## config.mk

```make
export PLATFORM = sky130hd
export DESIGN_NAME = keypad_scanner_flat
export DESIGN_NICKNAME = d
export VERILOG_FILES = /design/src/rtl/keypad_scanner_if.sv /design/src/rtl/keypad_scanner.sv /design/src/flat_wrapper.sv
export SDC_FILE = /design/constraint.sdc
export NUM_CORES = 1
export LEC_CHECK = 0
export ABC_CLOCK_PERIOD_IN_PS = 4000
export CORE_MARGIN = 2
export CORE_UTILIZATION = 60
export CTS_CLUSTER_DIAMETER = 120
export CTS_CLUSTER_SIZE = 20
export DETAILED_ROUTE_END_ITERATION = 6
export PLACE_DENSITY = 0.92
export SYNTH_ARGS = -nofsm -noshare
export SYNTH_HDL_FRONTEND = slang
export SYNTH_SLANG_ARGS = --single-unit
```

## constraint.sdc

```tcl
create_clock -name clk -period 4 [get_ports clk]
set_clock_uncertainty 0.2 [all_clocks]
set_input_delay 1.2 -clock clk [delete_from_list [all_inputs] [get_ports clk]]
set_output_delay 1.2 -clock clk [all_outputs]
set_load 0.02 [all_outputs]
```

## src/rtl/keypad_scanner_if.sv

```systemverilog
// Keypad-side and key-event signals of keypad_scanner, bundled for port hookup.
// master = the scanner, slave = the keypad/consumer side.
interface keypad_scanner_if;
  logic [3:0] col_n;
  logic [3:0] row_n;
  logic [3:0] key_code;
  logic       key_valid;
  logic       key_held;

  modport master (input col_n, output row_n, key_code, key_valid, key_held);
  modport slave  (output col_n, input row_n, key_code, key_valid, key_held);
endinterface

```

## src/rtl/keypad_scanner.sv

```systemverilog
// 4x4 matrix keypad scanner with per-row debounce and a held/release tracker.
// Define KEYPAD_REPEAT_EN to build auto-repeat pulses while a key stays held.
module keypad_scanner #(
  parameter int unsigned SCAN_TICKS     = 1000,
  parameter int unsigned DEBOUNCE_SCANS = 4,
  parameter int unsigned REPEAT_SCANS   = 64
) (
  input  logic             clk,
  input  logic             rst_n,
  keypad_scanner_if.master kp
);

  if (SCAN_TICKS < 2 || SCAN_TICKS > 65535) begin : g_bad_scan_ticks
    $error("SCAN_TICKS out of range 2..65535");
  end
  if (DEBOUNCE_SCANS < 1 || DEBOUNCE_SCANS > 15) begin : g_bad_debounce
    $error("DEBOUNCE_SCANS out of range 1..15");
  end
  if (REPEAT_SCANS < 1 || REPEAT_SCANS > 65535) begin : g_bad_repeat
    $error("REPEAT_SCANS out of range 1..65535");
  end

  typedef enum logic [1:0] {ST_SCAN, ST_DEBOUNCE, ST_HELD} state_e;

  state_e      r_state, w_state_nxt;
  logic [3:0]  r_sync1, r_csync;
  logic [15:0] r_tick_cnt;
  logic [1:0]  r_row, w_row_nxt;
  logic [1:0]  r_col, w_col_nxt;
  logic [3:0]  r_cnt, w_cnt_nxt;
  logic [3:0]  r_key_code, w_code_nxt;
  logic        r_key_valid, w_valid_nxt;
  logic        r_key_held, w_held_nxt;
`ifdef KEYPAD_REPEAT_EN
  logic [15:0] r_rep, w_rep_nxt, w_rep_inc;
`endif

  logic        w_tick;
  logic        w_single;
  logic [1:0]  w_col;
  logic [3:0]  w_cnt_inc;
  logic        w_accept;
  logic [3:0]  w_row_n;

  assign w_tick    = (r_tick_cnt == 16'(SCAN_TICKS - 1));
  assign w_cnt_inc = r_cnt + 4'd1;
`ifdef KEYPAD_REPEAT_EN
  assign w_rep_inc = r_rep + 16'd1;
`endif

  // Exactly one column low identifies a candidate key; anything else is noise or ghosting.
  always_comb begin
    w_single = 1'b1;
    w_col    = 2'd0;
    unique case (r_csync)
      4'b1110: w_col = 2'd0;
      4'b1101: w_col = 2'd1;
      4'b1011: w_col = 2'd2;
      4'b0111: w_col = 2'd3;
      default: w_single = 1'b0;
    endcase
  end

  function automatic logic [3:0] map_key(input logic [1:0] row, input logic [1:0] col);
    case ({row, col})
      4'h0: map_key = 4'h1;  4'h1: map_key = 4'h2;  4'h2: map_key = 4'h3;  4'h3: map_key = 4'hA;
      4'h4: map_key = 4'h4;  4'h5: map_key = 4'h5;  4'h6: map_key = 4'h6;  4'h7: map_key = 4'hB;
      4'h8: map_key = 4'h7;  4'h9: map_key = 4'h8;  4'hA: map_key = 4'h9;  4'hB: map_key = 4'hC;
      4'hC: map_key = 4'hE;  4'hD: map_key = 4'h0;  4'hE: map_key = 4'hF;  default: map_key = 4'hD;
    endcase
  endfunction

  // NOTE: every signal gets a default before the case so no path leaves it unassigned,
  // which is what keeps a combinational block from inferring a latch.
  always_comb begin
    w_state_nxt = r_state;
    w_row_nxt   = r_row;
    w_col_nxt   = r_col;
    w_cnt_nxt   = r_cnt;
    w_code_nxt  = r_key_code;
    w_valid_nxt = 1'b0;
    w_held_nxt  = r_key_held;
    w_accept    = 1'b0;
`ifdef KEYPAD_REPEAT_EN
    w_rep_nxt   = r_rep;
`endif
    case (r_state)
      ST_SCAN: if (w_tick) begin
        if (w_single) begin
          w_col_nxt = w_col;
          w_cnt_nxt = 4'd1;
          if (DEBOUNCE_SCANS == 1) w_accept = 1'b1;
          else                     w_state_nxt = ST_DEBOUNCE;
        end else begin
          w_row_nxt = r_row + 2'd1;
        end
      end
      ST_DEBOUNCE: if (w_tick) begin
        if (w_single && (w_col == r_col)) begin
          w_cnt_nxt = w_cnt_inc;
          if (w_cnt_inc == 4'(DEBOUNCE_SCANS)) w_accept = 1'b1;
        end else begin
          w_cnt_nxt   = 4'd0;
          w_row_nxt   = r_row + 2'd1;
          w_state_nxt = ST_SCAN;
        end
      end
      ST_HELD: if (w_tick) begin
        if (r_csync == 4'b1111) begin
          if (w_cnt_inc == 4'(DEBOUNCE_SCANS)) begin
            w_held_nxt  = 1'b0;
            w_cnt_nxt   = 4'd0;
            w_row_nxt   = r_row + 2'd1;
            w_state_nxt = ST_SCAN;
          end else begin
            w_cnt_nxt = w_cnt_inc;
          end
        end else begin
          w_cnt_nxt = 4'd0;
        end
`ifdef KEYPAD_REPEAT_EN
        if (!r_csync[r_col]) begin
          if (w_rep_inc == 16'(REPEAT_SCANS)) begin
            w_valid_nxt = 1'b1;
            w_rep_nxt   = 16'd0;
          end else begin
            w_rep_nxt = w_rep_inc;
          end
        end
`endif
      end
      default: w_state_nxt = ST_SCAN;
    endcase

    if (w_accept) begin
      w_code_nxt  = map_key(r_row, w_col);
      w_valid_nxt = 1'b1;
      w_held_nxt  = 1'b1;
      w_cnt_nxt   = 4'd0;
      w_state_nxt = ST_HELD;
`ifdef KEYPAD_REPEAT_EN
      w_rep_nxt   = 16'd0;
`endif
    end
  end

  // NOTE: sequential state uses non-blocking assignments so every flop samples
  // pre-edge values, independent of statement order.
  always_ff @(posedge clk or negedge rst_n) begin
    if (!rst_n) begin
      r_sync1     <= 4'b1111;
      r_csync     <= 4'b1111;
      r_tick_cnt  <= 16'd0;
      r_state     <= ST_SCAN;
      r_row       <= 2'd0;
      r_col       <= 2'd0;
      r_cnt       <= 4'd0;
      r_key_code  <= 4'd0;
      r_key_valid <= 1'b0;
      r_key_held  <= 1'b0;
`ifdef KEYPAD_REPEAT_EN
      r_rep       <= 16'd0;
`endif
    end else begin
      r_sync1     <= kp.col_n;
      r_csync     <= r_sync1;
      r_tick_cnt  <= w_tick ? 16'd0 : r_tick_cnt + 16'd1;
      r_state     <= w_state_nxt;
      r_row       <= w_row_nxt;
      r_col       <= w_col_nxt;
      r_cnt       <= w_cnt_nxt;
      r_key_code  <= w_code_nxt;
      r_key_valid <= w_valid_nxt;
      r_key_held  <= w_held_nxt;
`ifdef KEYPAD_REPEAT_EN
      r_rep       <= w_rep_nxt;
`endif
    end
  end

  always_comb begin
    w_row_n        = 4'b1111;
    w_row_n[r_row] = 1'b0;
  end

  assign kp.row_n     = w_row_n;
  assign kp.key_code  = r_key_code;
  assign kp.key_valid = r_key_valid;
  assign kp.key_held  = r_key_held;

endmodule

```

## src/flat_wrapper.sv

```systemverilog
// flat-port wrapper written by rule: the top's interface ports become plain ports
module keypad_scanner_flat 
#(
  parameter int unsigned SCAN_TICKS     = 1000,
  parameter int unsigned DEBOUNCE_SCANS = 4,
  parameter int unsigned REPEAT_SCANS   = 64
)
  (clk, rst_n, kp_col_n, kp_row_n, kp_key_code, kp_key_valid, kp_key_held);
  keypad_scanner_if kp_i ();
  input  logic clk;
  input  logic rst_n;
  input wire logic [$bits(kp_i.col_n)-1:0] kp_col_n;
  output wire logic [$bits(kp_i.row_n)-1:0] kp_row_n;
  output wire logic [$bits(kp_i.key_code)-1:0] kp_key_code;
  output wire logic [$bits(kp_i.key_valid)-1:0] kp_key_valid;
  output wire logic [$bits(kp_i.key_held)-1:0] kp_key_held;
  assign kp_i.col_n = kp_col_n;
  assign kp_row_n = kp_i.row_n;
  assign kp_key_code = kp_i.key_code;
  assign kp_key_valid = kp_i.key_valid;
  assign kp_key_held = kp_i.key_held;
  keypad_scanner #(.SCAN_TICKS(SCAN_TICKS), .DEBOUNCE_SCANS(DEBOUNCE_SCANS), .REPEAT_SCANS(REPEAT_SCANS)) u_core (.clk(clk), .rst_n(rst_n), .kp(kp_i));
endmodule
```

==> impl_metrics.ini, run 1 <==
[run_status]
outcome = finished, final reports clean

[setup_path]
crit_path_start_kind = register
worstRegToRegCells = 8
r2r_setup_slack_ns = 1.45
critical_path.slowest_cell = dfrtp_1
r2r-start = u_core.r_state[1]
worst_setup_path_end_kind = primary output
worstSetupStartpoint = u_core.r_row[1]
worst-path-max-fanout = 13
critical_path.cell_chain = inv_1 > ha_1 > inv_1 > clkdlybuf4s50_1
worst_setup_path_type = register to primary output
cp.required_ns = 2.60
cp_common_cell = inv_1
critPathBufInv = 3
cp.arrival_ns = 1.88
critical-path-top-delay-family = buffers and inverters
cp.depth = 4
slowest_delay_ns = 0.59
timing.rr.end = u_core.r_state[0]

[power]
power.share.sequential_pct = 53.1
sw_frac_of_total_pct = 22.1
internal_power_uw = 611
clock_power_share_pct = 43.2
p_switching_uw = 173
comb_power_share_pct = 3.7
max-vdd-ir-drop_v = 0.000203
p_leak_uw = 0.00113
power-per-cell-area_nw_per_um2 = 306

[cts]
worst_skew_pair.late_latency_ns = 0.30
clkTransAtPathRegs_ns = 0.09
post_cts_resized = 0
cts.path.max_buffers = 2
cts_tree = done
clock_root_cell = clkbuf_8
number_of_buffers_created_by_cts = 5
cts_htree_levels = 2
cts-hold-fix-buffers = 0
cts.sinks = 40
cts_post_setup_buffers_inserted = 0

[sta]
maxSlewViolCount = 0
final_count_of_negative_setup_slack_endpoints = 0
finalCritPeriodShare_pct = 81.9
rsz_0062_raised_after_global_routing = no
final.setup.tns_ns = 0
fmax_ghz = 0.305
tightest_slew_ns = 0.863
slew-limit-headroom_pct = 42.5
hold_viol_final = 0
period_minus_slack_ns = 3.28

[synthesis]
yosys_most_used_dff = dfrtp_1
synth_top_cells_by_count = dfrtp_1 (32), nand2_1 (28), ha_1 (18)
synth.avg_cell_area_sq_um = 10.3
synthDistinctLibCells = 53
yosysTopAreaCell = dfrtp_1
yosys.cell_count.top_type = dfrtp_1
main_combinational_cell_family_by_area_after_synthesis = simple AND/OR/NAND/NOR gates
synth-edff-count = 0
synthSimpleGateAreaFrac_pct = 20.8
synthesized_instance_count = 222
synthAdderAreaFrac_pct = 9.84
synth.top_cells.by_area = dfrtp_1 (35%), ha_1 (9.8%), dfstp_2 (9.2%)
syn_area_sq_um = 2290
synth.top_cell.area_share_pct = 35.0
yosysWarningCount = 0
synthesis.nets = 246
asyncSetResetFlopFracSynth_pct = 100
area_fraction_in_compound_gates_after_synthesis_pct = 11.6
post_synth_mux_area_share_pct = 2.46
synth.yosys.seq_area_share_pct = 44.2
post_synth_xor_area_fraction_pct = 6.89
seq_cells_post_synth = 40

[global_route]
grt_pass1_wl_mm = 7.18
grt_start_max_net_pins = 41
global_route_total_usage_across_every_layer_pct = 21.7
gr-total-overflow = 0
grt_pass1_vias = 1568
initial_antenna_violation_count = 0

[finish]
fraction_of_layout_instances_using_a_drive_strength_above_1_pct = 12.2
multi_input_comb_area_sq_um = 1180
areaGrowthSynthToFinish_pct = 11.9
nets_finish = 261
sequential_cell_area_sq_um = 1010
post-route-util_pct = 70.0
antenna_cells_inserted = 0
fillCellCount = 260
finish.instance_area_sq_um = 2560

[detailed_routing]
detailroute.via_count = 1629
wl_per_cell_um = 14.3
detail_route.wirelength_mm = 4.10
drcViolationCount = 0
vias_per_cell = 5.70
detail_route.first_pass.iterations = 4
drt_iter0_markers = 102
postRouteAntennaNets = 0

[floorplanning]
die_y_um = 65.8
floorplan.initialDensity_pct = 62.5
die_area_sq_um = 4320
chipWidth_um = 65.8
fp-row-count = 22
top_level_ports = 16
fp.coreArea_sq_um = 3660

[flow_run]
max_cap_violations = 0

[hold_path]
holdCritPathClass = register to register
hold-path-endpoint = u_core.r_csync[2]
hold_start = u_core.r_sync1[2]
min_delay_path_depth = 0

[place]
gp_congestion = 0.768
detailedPlacementHpwl_mm = 2.89
post_dp_cell_area_sq_um = 2450
port_buffers = 15
## metrics by stage
step	power (uW)	setup slack, ns	hold slack, ns	instances
detailed placement	453	1.05	0.147	278
finish	784	0.724	0.159	286
floorplan	439	1.53	0.145	222
CTS	790	0.718	0.159	286
global route	816	0.646	0.166	286
global placement	453	1.14	0.147	278
## routing by layer
| layer | track usage (%) | vias to the layer above | wire length (um) |
|---|---|---|---|
| met1 | 27.2 | 780 | 1820 |
| met2 | 35.7 | 36 | 2010 |
| met5 | 0 | - | 0 |
| met3 | 3.94 | 17 | 138 |
| met4 | 11.2 | 0 | 135 |
| li1 | - | 796 | - |
## cell type report
| cell class | instances | area share [%] |
|---|---|---|
| inverter | 13 | 1.91 |
| clock inverter | 3 | 1.81 |
| clock buffer | 5 | 2.69 |
| multi-input combinational | 162 | 46.1 |
| timing repair buffer | 15 | 5.67 |
| sequential | 40 | 39.5 |
| tap | 48 | 2.34 |
## kinds of logic after synthesis
group	after synthesis
mux	5
buf+inv	20
fa+ha+maj	18
compound gates	35
xor+xnor	18
flops	40
simple gates	86
## worst max-delay path by stage
stage / slack (ns) / endpoint
6_report: 0.72 / kp_row_n[1]
2_1_floorplan: 1.53 / kp_row_n[0]
3_5_place_dp: 1.05 / kp_row_n[0]
4_1_cts: 0.72 / kp_row_n[0]
3_3_place_gp: 1.14 / kp_row_n[0]
5_1_grt: 0.65 / kp_row_n[0]
## registers in the layout, summed over array words and instances (netlist names)
name	flops
u_core.r_sync1	4
u_core.r_state	2
u_core.kp.key_code	4
u_core.r_tick_cnt	16
u_core.kp.key_held	1
u_core.r_cnt	4
u_core.r_col	2
u_core.kp.key_valid	1
u_core.r_csync	4
u_core.r_row	2
## power by group through the flow
stage	Clock (uW)	Combinational [uW]	Sequential (uW)
CTS	344	29.5	416
global route	365	32.8	417
global placement	0	28.7	424
detailed placement	0	29.3	424
finish	338	29.1	416
floorplan	0	18.0	421
## cells in the final DEF, fill, tap and decap left out, types with 2 or more instances in the layout
cell type,synthesis,layout
a21oi_1,5,5
and2_1,2,2
and3_1,6,6
and4_1,2,2
clkbuf_8,0,5
clkdlybuf4s50_1,0,14
dfrtp_1,32,32
dfstp_2,8,8
ha_1,18,18
inv_1,13,13
mux2i_1,3,3
nand2_1,28,28
nand3_1,9,9
nand3b_1,2,2
nand4_1,4,4
nand4b_1,2,2
nor2_1,12,12
nor2b_1,3,3
nor3_1,3,3
o211ai_1,3,3
o21ai_0,6,6
o21ai_1,7,7
or2_2,2,2
or3_1,2,2
xnor2_1,9,9
xor2_1,9,9
(Power assumes the default switching activity.)
==> run 2: changes to the inputs <==
--- a/config.mk
+++ b/config.mk
@@ -5,13 +5,13 @@
 export SDC_FILE = /design/constraint.sdc
 export NUM_CORES = 1
 export LEC_CHECK = 0
-export ABC_CLOCK_PERIOD_IN_PS = 4000
+export ABC_CLOCK_PERIOD_IN_PS = 3300
 export CORE_MARGIN = 2
-export CORE_UTILIZATION = 60
+export CORE_UTILIZATION = 58
 export CTS_CLUSTER_DIAMETER = 120
 export CTS_CLUSTER_SIZE = 20
 export DETAILED_ROUTE_END_ITERATION = 6
-export PLACE_DENSITY = 0.92
+export PLACE_DENSITY = 0.9
 export SYNTH_ARGS = -nofsm -noshare
 export SYNTH_HDL_FRONTEND = slang
 export SYNTH_SLANG_ARGS = --single-unit
==> constraint.sdc (replaced) <==
create_clock -name clk -period 3.3 [get_ports clk]
set_clock_uncertainty 0.2 [all_clocks]
set_input_delay 0.99 -clock clk [delete_from_list [all_inputs] [get_ports clk]]
set_output_delay 0.99 -clock clk [all_outputs]
set_load 0.02 [all_outputs]
==> impl_metrics.ini, run 2 (synthesized netlist as in run 1, its figures left out) <==
[setup_path]
cp.required_ns = 2.11
r2r_setup_slack_ns = 0.71
worst_setup_path_end_kind = primary output
crit_path_start_kind = register
worst_setup_path_type = register to primary output
cp.arrival_ns = 1.89
worst-path-max-fanout = 13

[power]
power.share.sequential_pct = 53.0
internal_power_uw = 740
p_leak_uw = 0.00113
max-vdd-ir-drop_v = 0.000332
power-per-cell-area_nw_per_um2 = 373
clock_power_share_pct = 43.3
p_switching_uw = 214
sw_frac_of_total_pct = 22.4
comb_power_share_pct = 3.7

[cts]
number_of_buffers_created_by_cts = 5
post_cts_resized = 0
worst_skew_pair.late_latency_ns = 0.31
cts_htree_levels = 2
cts.sinks = 40
cts_post_setup_buffers_inserted = 0
cts_tree = done
clock_root_cell = clkbuf_8
clkTransAtPathRegs_ns = 0.08
cts-hold-fix-buffers = 0
cts.path.max_buffers = 2

[finish]
largest_reg_flops = 16
fillCellCount = 273
max_flop_register = u_core.r_tick_cnt
fraction_of_layout_instances_using_a_drive_strength_above_1_pct = 12.2
nets_finish = 261
sequential_cell_area_sq_um = 1010
areaGrowthSynthToFinish_pct = 11.9
mostFrequentLayoutCell = dfrtp_1
mostFrequentLayoutCells = dfrtp_1 (32), nand2_1 (28), ha_1 (18), clkdlybuf4s50_1 (14), inv_1 (13)
antenna_cells_inserted = 0
multi_input_comb_area_sq_um = 1180

[detailed_routing]
drcViolationCount = 0
detail_route.wirelength_mm = 4.46
detail_route.first_pass.iterations = 5
drt_iter0_markers = 107
wl_per_cell_um = 15.6
postRouteAntennaNets = 0
vias_per_cell = 5.69
detailroute.via_count = 1627

[flow_run]
max_cap_violations = 0

[place]
gp_congestion = 0.777
detailedPlacementHpwl_mm = 3.04
port_buffers = 15

[floorplanning]
die_area_sq_um = 4460
chipWidth_um = 66.8
floorplan.initialDensity_pct = 61.6
top_level_ports = 16
die_y_um = 66.8
fp.coreArea_sq_um = 3720
fp-row-count = 22

[global_route]
grt_start_max_net_pins = 41
grt_pass1_vias = 1668
grt_pass1_wl_mm = 7.72
gr-total-overflow = 0
initial_antenna_violation_count = 0
global_route_total_usage_across_every_layer_pct = 23.8

[sta]
hold_ws_ns = 0.161
hold_viol_final = 0
tightest_slew_ns = 0.867
finalCritPeriodShare_pct = 93.5
final_count_of_negative_setup_slack_endpoints = 0
slew-limit-headroom_pct = 42.2
fmax_ghz = 0.324
rsz_0062_raised_after_global_routing = no
period_minus_slack_ns = 3.08
maxSlewViolCount = 0
final.setup.tns_ns = 0

[run_status]
outcome = finished, final reports clean

[hold_path]
holdCritPathClass = register to register
[run 2: cell counts in the layout (fill, tap and decap cells not counted)]
Identical to the previous run, type by type.
[run 2: worst max-delay path, stage by stage (launching register included)]
cell,delay [ns]
dfrtp_1,0.60
inv_1,0.12
ha_1,0.21
inv_1,0.06
clkdlybuf4s50_1,0.60
[run 2: layout make-up]
class / count / area share (%)
tap: 48 / 2.34
multi-input combinational: 162 / 46.1
inverter: 13 / 1.91
clock buffer: 5 / 2.69
timing repair buffer: 15 / 5.67
sequential: 40 / 39.5
clock inverter: 3 / 1.81
[run 2: through the flow]
step	setup slack [ns]	std cells	power [uW]	utilization (%)	cell area (sq um)
after floorplan	0.969	222	533	-	2290
after global placement	0.641	278	549	65.8	2450
after detailed placement	0.582	278	551	65.8	2450
after CTS	0.206	286	965	68.9	2560
after global routing	0.0936	286	997	68.9	2560
final	0.216	286	954	68.9	2560
[run 2: path summary, 6_finish.rpt]
check                                      from                   end  cells after the start
setup / recovery                u_core.r_row[1]           kp_row_n[1]                      4
hold / removal                u_core.r_sync1[1]     u_core.r_csync[1]                      0
setup reg to reg           u_core.r_tick_cnt[0]       u_core.r_cnt[2]                      7
hold reg to reg               u_core.r_sync1[1]     u_core.r_csync[1]                      0
max in group asynchronous                 rst_n       u_core.r_row[0]                      1
min in group asynchronous                 rst_n  u_core.r_tick_cnt[8]                      1
[run 2: per-layer routing]
| layer | part of all wire, % | global-route usage, % |
|---|---|---|
| met5 | 0 | 0 |
| met4 | 1.7 | 8.42 |
| met3 | 3.0 | 6.25 |
| met2 | 51 | 41.5 |
| met1 | 44 | 28.0 |
[run 2: power by group through the flow]
| stage | Combinational [uW] | Clock, uW | Sequential [uW] |
|---|---|---|---|
| after floorplan | 21.8 | 0 | 511 |
| after global placement | 34.8 | 0 | 514 |
| final | 35.7 | 413 | 505 |
| after CTS | 36.2 | 424 | 505 |
| after global routing | 40.7 | 450 | 506 |
| after detailed placement | 36.1 | 0 | 515 |
